### src/rtl/seed_frame_rx.sv
// seed_frame_rx: receive side of the inter-board seed exchange.
// Decodes the 4-byte frame {SYNC, x, y, SYNC^x^y} from the UART receiver,
// range-checks the seed, and holds the last accepted peer seed until cleared.
// Ports:
//   clk_75, rst        clock and synchronous active-high reset
//   rx_data, rx_valid  received byte and its one-cycle strobe
//   clear              drop held seed and abort any frame in progress
//   seed_x_in/_y_in    last accepted peer seed
//   seed_valid         a good seed is held
//   seed_new           one-cycle pulse on frame accept
//   frame_err          one-cycle pulse on frame reject (bad field, checksum, timeout)
//   err_count          saturating count of rejected frames
module seed_frame_rx #(
   parameter int unsigned TIMEOUT_CYCLES = 750000,
   parameter logic [7:0]  SYNC_BYTE      = 8'hA5,
   parameter int unsigned SEED_X_MAX     = 62,
   parameter int unsigned SEED_Y_MAX     = 46
) (
   input  logic       clk_75,
   input  logic       rst,
   input  logic [7:0] rx_data,
   input  logic       rx_valid,
   input  logic       clear,
   output logic [5:0] seed_x_in,
   output logic [5:0] seed_y_in,
   output logic       seed_valid,
   output logic       seed_new,
   output logic       frame_err,
   output logic [7:0] err_count
);

   localparam int unsigned   CNT_W    = (TIMEOUT_CYCLES > 1) ? $clog2(TIMEOUT_CYCLES) : 1;
   localparam logic [CNT_W-1:0] CNT_LAST = CNT_W'(TIMEOUT_CYCLES - 1);
   localparam logic [7:0]    X_LIM    = 8'(SEED_X_MAX);
   localparam logic [7:0]    Y_LIM    = 8'(SEED_Y_MAX);

   typedef enum logic [1:0] {IDLE, GOT_SYNC, GOT_X, GOT_Y} state_e;

   state_e           state_q, state_d;
   logic [CNT_W-1:0] cnt_q, cnt_d;
   logic [5:0]       x_q, x_d, y_q, y_d;
   logic [5:0]       seed_x_q, seed_x_d, seed_y_q, seed_y_d;
   logic             seed_valid_q, seed_valid_d;
   logic             seed_new_q, seed_new_d;
   logic             frame_err_q, frame_err_d;
   logic [7:0]       err_count_q, err_count_d;
   logic             accept, reject;

   // State and output registers
   always_ff @(posedge clk_75) begin
      if (rst) begin
         state_q      <= IDLE;
         cnt_q        <= '0;
         x_q          <= '0;
         y_q          <= '0;
         seed_x_q     <= '0;
         seed_y_q     <= '0;
         seed_valid_q <= 1'b0;
         seed_new_q   <= 1'b0;
         frame_err_q  <= 1'b0;
         err_count_q  <= '0;
      end else begin
         state_q      <= state_d;
         cnt_q        <= cnt_d;
         x_q          <= x_d;
         y_q          <= y_d;
         seed_x_q     <= seed_x_d;
         seed_y_q     <= seed_y_d;
         seed_valid_q <= seed_valid_d;
         seed_new_q   <= seed_new_d;
         frame_err_q  <= frame_err_d;
         err_count_q  <= err_count_d;
      end
   end

   // Frame decode, inter-byte timeout and accept/reject bookkeeping
   always_comb begin
      state_d      = state_q;
      cnt_d        = cnt_q;
      x_d          = x_q;
      y_d          = y_q;
      seed_x_d     = seed_x_q;
      seed_y_d     = seed_y_q;
      seed_valid_d = seed_valid_q;
      seed_new_d   = 1'b0;
      frame_err_d  = 1'b0;
      err_count_d  = err_count_q;
      accept       = 1'b0;
      reject       = 1'b0;

      if (clear) begin
         // clear overrides any frame completion in the same cycle
         state_d      = IDLE;
         cnt_d        = '0;
         seed_x_d     = '0;
         seed_y_d     = '0;
         seed_valid_d = 1'b0;
      end else begin
         if (rx_valid) begin
            cnt_d = '0;
            case (state_q)
               IDLE: begin
                  if (rx_data == SYNC_BYTE) state_d = GOT_SYNC;
               end
               GOT_SYNC: begin
                  x_d = rx_data[5:0];
                  if ((rx_data[7:6] != 2'b00) || (rx_data >= X_LIM)) begin
                     reject  = 1'b1;
                     state_d = IDLE;
                  end else begin
                     state_d = GOT_X;
                  end
               end
               GOT_X: begin
                  y_d = rx_data[5:0];
                  if ((rx_data[7:6] != 2'b00) || (rx_data >= Y_LIM)) begin
                     reject  = 1'b1;
                     state_d = IDLE;
                  end else begin
                     state_d = GOT_Y;
                  end
               end
               GOT_Y: begin
                  if (rx_data == (SYNC_BYTE ^ {2'b00, x_q} ^ {2'b00, y_q})) accept = 1'b1;
                  else                                                      reject = 1'b1;
                  state_d = IDLE;
               end
               default: state_d = IDLE;
            endcase
         end else if (state_q != IDLE) begin
            // A strobe on the expiry cycle wins, so timeout is only checked here
            if (cnt_q == CNT_LAST) begin
               reject  = 1'b1;
               state_d = IDLE;
               cnt_d   = '0;
            end else begin
               cnt_d = cnt_q + CNT_W'(1);
            end
         end else begin
            cnt_d = '0;
         end

         if (accept) begin
            seed_x_d     = x_q;
            seed_y_d     = y_q;
            seed_valid_d = 1'b1;
            seed_new_d   = 1'b1;
         end
         if (reject) begin
            frame_err_d = 1'b1;
            if (err_count_q != 8'hFF) err_count_d = err_count_q + 8'd1;
         end
      end
   end

   assign seed_x_in  = seed_x_q;
   assign seed_y_in  = seed_y_q;
   assign seed_valid = seed_valid_q;
   assign seed_new   = seed_new_q;
   assign frame_err  = frame_err_q;
   assign err_count  = err_count_q;

endmodule

### config.mk
export PLATFORM = sky130hd
export DESIGN_NAME = seed_frame_rx
export DESIGN_NICKNAME = d
export VERILOG_FILES = /design/src/rtl/seed_frame_rx.sv
export SDC_FILE = /design/constraint.sdc
export NUM_CORES = 1
export LEC_CHECK = 0
export BUFFER_PORTS_ARGS = -buffer_cell sky130_fd_sc_hd__buf_2
export CORE_ASPECT_RATIO = 1.5
export CORE_MARGIN = 5
export CORE_UTILIZATION = 28
export DETAILED_ROUTE_END_ITERATION = 10
export HOLD_SLACK_MARGIN = 0.12
export SLEW_MARGIN = 20
export SYNTH_ARGS = -nofsm -noshare
export SYNTH_HDL_FRONTEND = slang
export SYNTH_SLANG_ARGS = --single-unit
### constraint.sdc
create_clock -name clk_75 -period 2.6 [get_ports clk_75]
set_input_delay 0.78 -clock clk_75 [delete_from_list [all_inputs] [get_ports clk_75]]
set_output_delay 0.78 -clock clk_75 [all_outputs]
set_load 0.02 [all_outputs]
==> key figures <==
Run status
  – Status: complete, no violations

Global route
  – Met3 global-route usage: 3.459%
  – Vias in the first global route: 2046
  – GR Overflow Total: 0
  – Met2 Resource Use GR: 19.19%
  – Initial antenna violation count: 0
  – First-pass GRT wire length: 9818 um
  – GRT Max-Usage Layer: met2
  – Met1 Use GR: 11.86%
  – Tot GR Track Use: 11.28%
  – Pin count of the biggest net entering global routing: 21

Clock network
  – Clk slew on worst S/H paths: 50 ps
  – CTS tree: done
  – CTS Hold Bufs: 0
  – Later-pin clock latency in the skew report: 330 ps
  – Clk root buf: clkbuf_16
  – # clock sinks: 57
  – CTS H-tree lvls: 3
  – Post-CTS Setup Bufs: 0
  – CTS max path bufs: 2
  – CTS Buf Count: 9
  – PostCTS Resize Cnt: 0

Floorplanning
  – Row count: 43
  – Initial core utilization: 28.46%
  – Die ar.: 11490 um^2
  – Die span in y: 128.8 um
  – Die Width: 89.19 um
  – IO Pins: 35
  – Core area: 9254 um^2

Yosys
  – Number of synthesized flops with an enable pin: 0
  – Synth Area in Adders: 0.9501%
  – Mapped Cells: 276
  – Synth warn: 0
  – Largest family of logic cells by synthesized area: simple AND/OR/NAND/NOR gates
  – Post-synth top flop: dfxtp_1
  – Synth Area in Simple Gates: 23.71%
  – Sequential-to-total area share from yosys stat: 43.33%
  – Compound-Gate Fraction of Synth Area: 8.171%
  – XOR/XNOR Fraction of Synth Area: 10.93%
  – Syn_area_per_cell: 9.543 um^2
  – FFs w/ async S/R, synth: 0%
  – Mapped Area: 2634 um^2
  – Netlist cell types: 46
  – Syn Nets: 290
  – #FFs+latches synth: 57
  – Mux cell area share after synthesis: 9.549%

Worst setup path
  – Startpoint Class: input pin
  – Crit. End Element: flip-flop
  – WP data arrival: 2480 ps
  – Crit path kind: in -> reg
  – Max FO, Critical Path: 17
  – Required @ worst endpoint: 2860 ps

Timing
  – RSZ-0062 raised after global routing: no
  – Period minus WS final: 2217 ps
  – Final Max Slew Viols: 0
  – Part of the cycle the worst path needs: 85.27%
  – Slew Limit Headroom: 68.46%
  – Worst Tran Pin Value: 469.5 ps
  – Worst Skew: 7.487 ps
  – Endpoints failing setup: 0
  – Total negative setup slack: 0 ps
  – Fmax achieved: 451.1 MHz
  – Fin. Hold Viols: 0

Placement
  – Gpl congestion: 0.7558
  – Port bufs: 34
  – DP Wirelength: 4156 um

Run
  – Max_cap viols: 0

Power
  – Pwr/cell area: 681.1 nW/um^2
  – Pwr Total: 2222 uW
  – VDD IR-drop max: 0.0004344 V
  – Leakage: 0.001181 uW

Worst hold path
  – Min-Delay Path Class: reg -> reg

Drt
  – DR vias: 2065
  – Antenna-violating nets left: 0
  – Vias per std cell: 4.769
  – First-iteration detailed-routing DRC count: 86
  – DRC Markers: 0
  – WL/cell: 13.38 um
  – Initial DRT Pass Iterations: 4
  – Post-Route WL: 5792 um

Final layout
  – Multi-input gate area: 1404 um^2
  – Reg area: 1141 um^2
  – Final core occ: 35.25%
  – FILL cells: 999
  – Layout area overhead: 23.85%
  – Diode count: 0
  – Share of cells above drive strength 1: 19.63%
  – Nets: 331
-- cells by family after synthesis --
group,after synthesis
AND/OR/NAND/NOR,120
flip-flops,57
AO/OA/AOI/OAI,31
XOR/XNOR,26
multiplexers,25
buffers and inverters,15
adder cells (fa/ha/maj),2
-- critical path, stage by stage --
cell and delay, ps:
buf_2 150, and4_1 280, a21boi_0 110, o221ai_1 280
o21bai_4 200, or4_1 530, a21oi_1 150
-- routing by layer --
metal / up-vias / share of wire, % / routed length, um
met3: 15 / 3.3 / 192
met1: 959 / 41 / 2348
met2: 40 / 53 / 3061
li1: 1051 / - / -
met5: - / 0 / 0
met4: 0 / 3.3 / 189
-- worst paths after layout --
| kind | start | to | slack, ps | depth (start not counted) |
|---|---|---|---|---|
| worst min register to register | cnt_q[0]$_SDFF_PP0_ | cnt_q[0]$_SDFF_PP0_ | 450 | 1 |
| worst max-delay path | rx_data[5] | err_count[5]$_SDFFE_PP0P_ | 380 | 7 |
| worst min-delay path | cnt_q[0]$_SDFF_PP0_ | cnt_q[0]$_SDFF_PP0_ | 450 | 1 |
| worst max register to register | cnt_q[0]$_SDFF_PP0_ | err_count[5]$_SDFFE_PP0P_ | 400 | 7 |
-- metrics by stage --
step	instances	hold WS, ps	setup slack (ps)	cell area (um^2)
after CTS	433	459.9	373.0	3262
final	433	453.6	383.0	3262
after global routing	433	492.1	213.2	3262
after global placement	418	446.0	93.75	2932
after floorplan	276	429.5	371.0	2634
after detailed placement	418	449.0	33.71	2932
-- where the power goes --
| part | internal [uW] | switching [uW] | leakage, uW | total, uW |
|---|---|---|---|---|
| Combinational | 19.7 | 36.1 | 0.000560 | 55.8 |
| Clock | 910 | 381 | 0.000162 | 1290 |
| Sequential | 875 | 0.0320 | 0.000459 | 876 |
| Total | 1800 | 417 | 0.00118 | 2220 |
-- registers in the layout, summed over array words and instances, names as in the netlist --
name / cells
frame_err: 1
seed_x_in: 6
seed_new: 1
cnt_q: 20
state_q: 2
x_q: 6
y_q: 6
err_count: 8
seed_y_in: 6
seed_valid: 1
-- cell type report --
type | instances | share of cell area [%]
well taps | 112 | 4.296
clock inverters | 2 | 1.841
multi-input cells | 204 | 43.04
flip-flops and latches | 57 | 34.98
repair buffers | 40 | 6.981
clock buffers | 13 | 8.285
inverters | 5 | 0.5754
-- placed cells by master, fill, tap and decap left out, types with 3 or more instances in the layout --
| master | Yosys | routed |
|---|---|---|
| nor2_1 | 57 | 57 |
| dfxtp_1 | 57 | 57 |
| buf_2 | 1 | 34 |
| mux2i_1 | 24 | 24 |
| nand3_1 | 13 | 13 |
| xor2_1 | 13 | 13 |
| a21oi_1 | 11 | 11 |
| nand2_1 | 9 | 9 |
| xnor2_1 | 9 | 9 |
| clkbuf_16 | 0 | 9 |
| nand4_1 | 8 | 8 |
| o31ai_1 | 6 | 6 |
| or4_1 | 6 | 6 |
| and4_1 | 5 | 5 |
| inv_1 | 5 | 5 |
| buf_4 | 0 | 5 |
| and3_1 | 4 | 4 |
| o21ai_0 | 4 | 4 |
| nand2b_1 | 3 | 3 |
| clkbuf_8 | 0 | 3 |
-- cell usage after synthesis (2+ instances only) --
| master | count | area share, % |
|---|---|---|
| dfxtp_1 | 57 | 43 |
| nor2_1 | 57 | 8.1 |
| mux2i_1 | 24 | 9.1 |
| nand3_1 | 13 | 2.5 |
| xor2_1 | 13 | 4.3 |
| a21oi_1 | 11 | 2.1 |
| nand2_1 | 9 | 1.3 |
| xnor2_1 | 9 | 3.0 |
| nand4_1 | 8 | 1.9 |
| o31ai_1 | 6 | 1.7 |
| or4_1 | 6 | 1.7 |
| and4_1 | 5 | 1.7 |
| clkbuf_1 | 5 | 0.71 |
| inv_1 | 5 | 0.71 |
| and3_1 | 4 | 0.95 |
| o21ai_0 | 4 | 0.76 |
| nand2b_1 | 3 | 0.71 |
| buf_6 | 2 | 0.86 |
| ha_1 | 2 | 0.95 |
| nor2b_1 | 2 | 0.47 |
| nor3_1 | 2 | 0.38 |
| o21ai_1 | 2 | 0.38 |
| or3_1 | 2 | 0.47 |
| xnor3_1 | 2 | 1.7 |
| xor3_2 | 2 | 1.9 |
(Power assumes the default switching activity.)
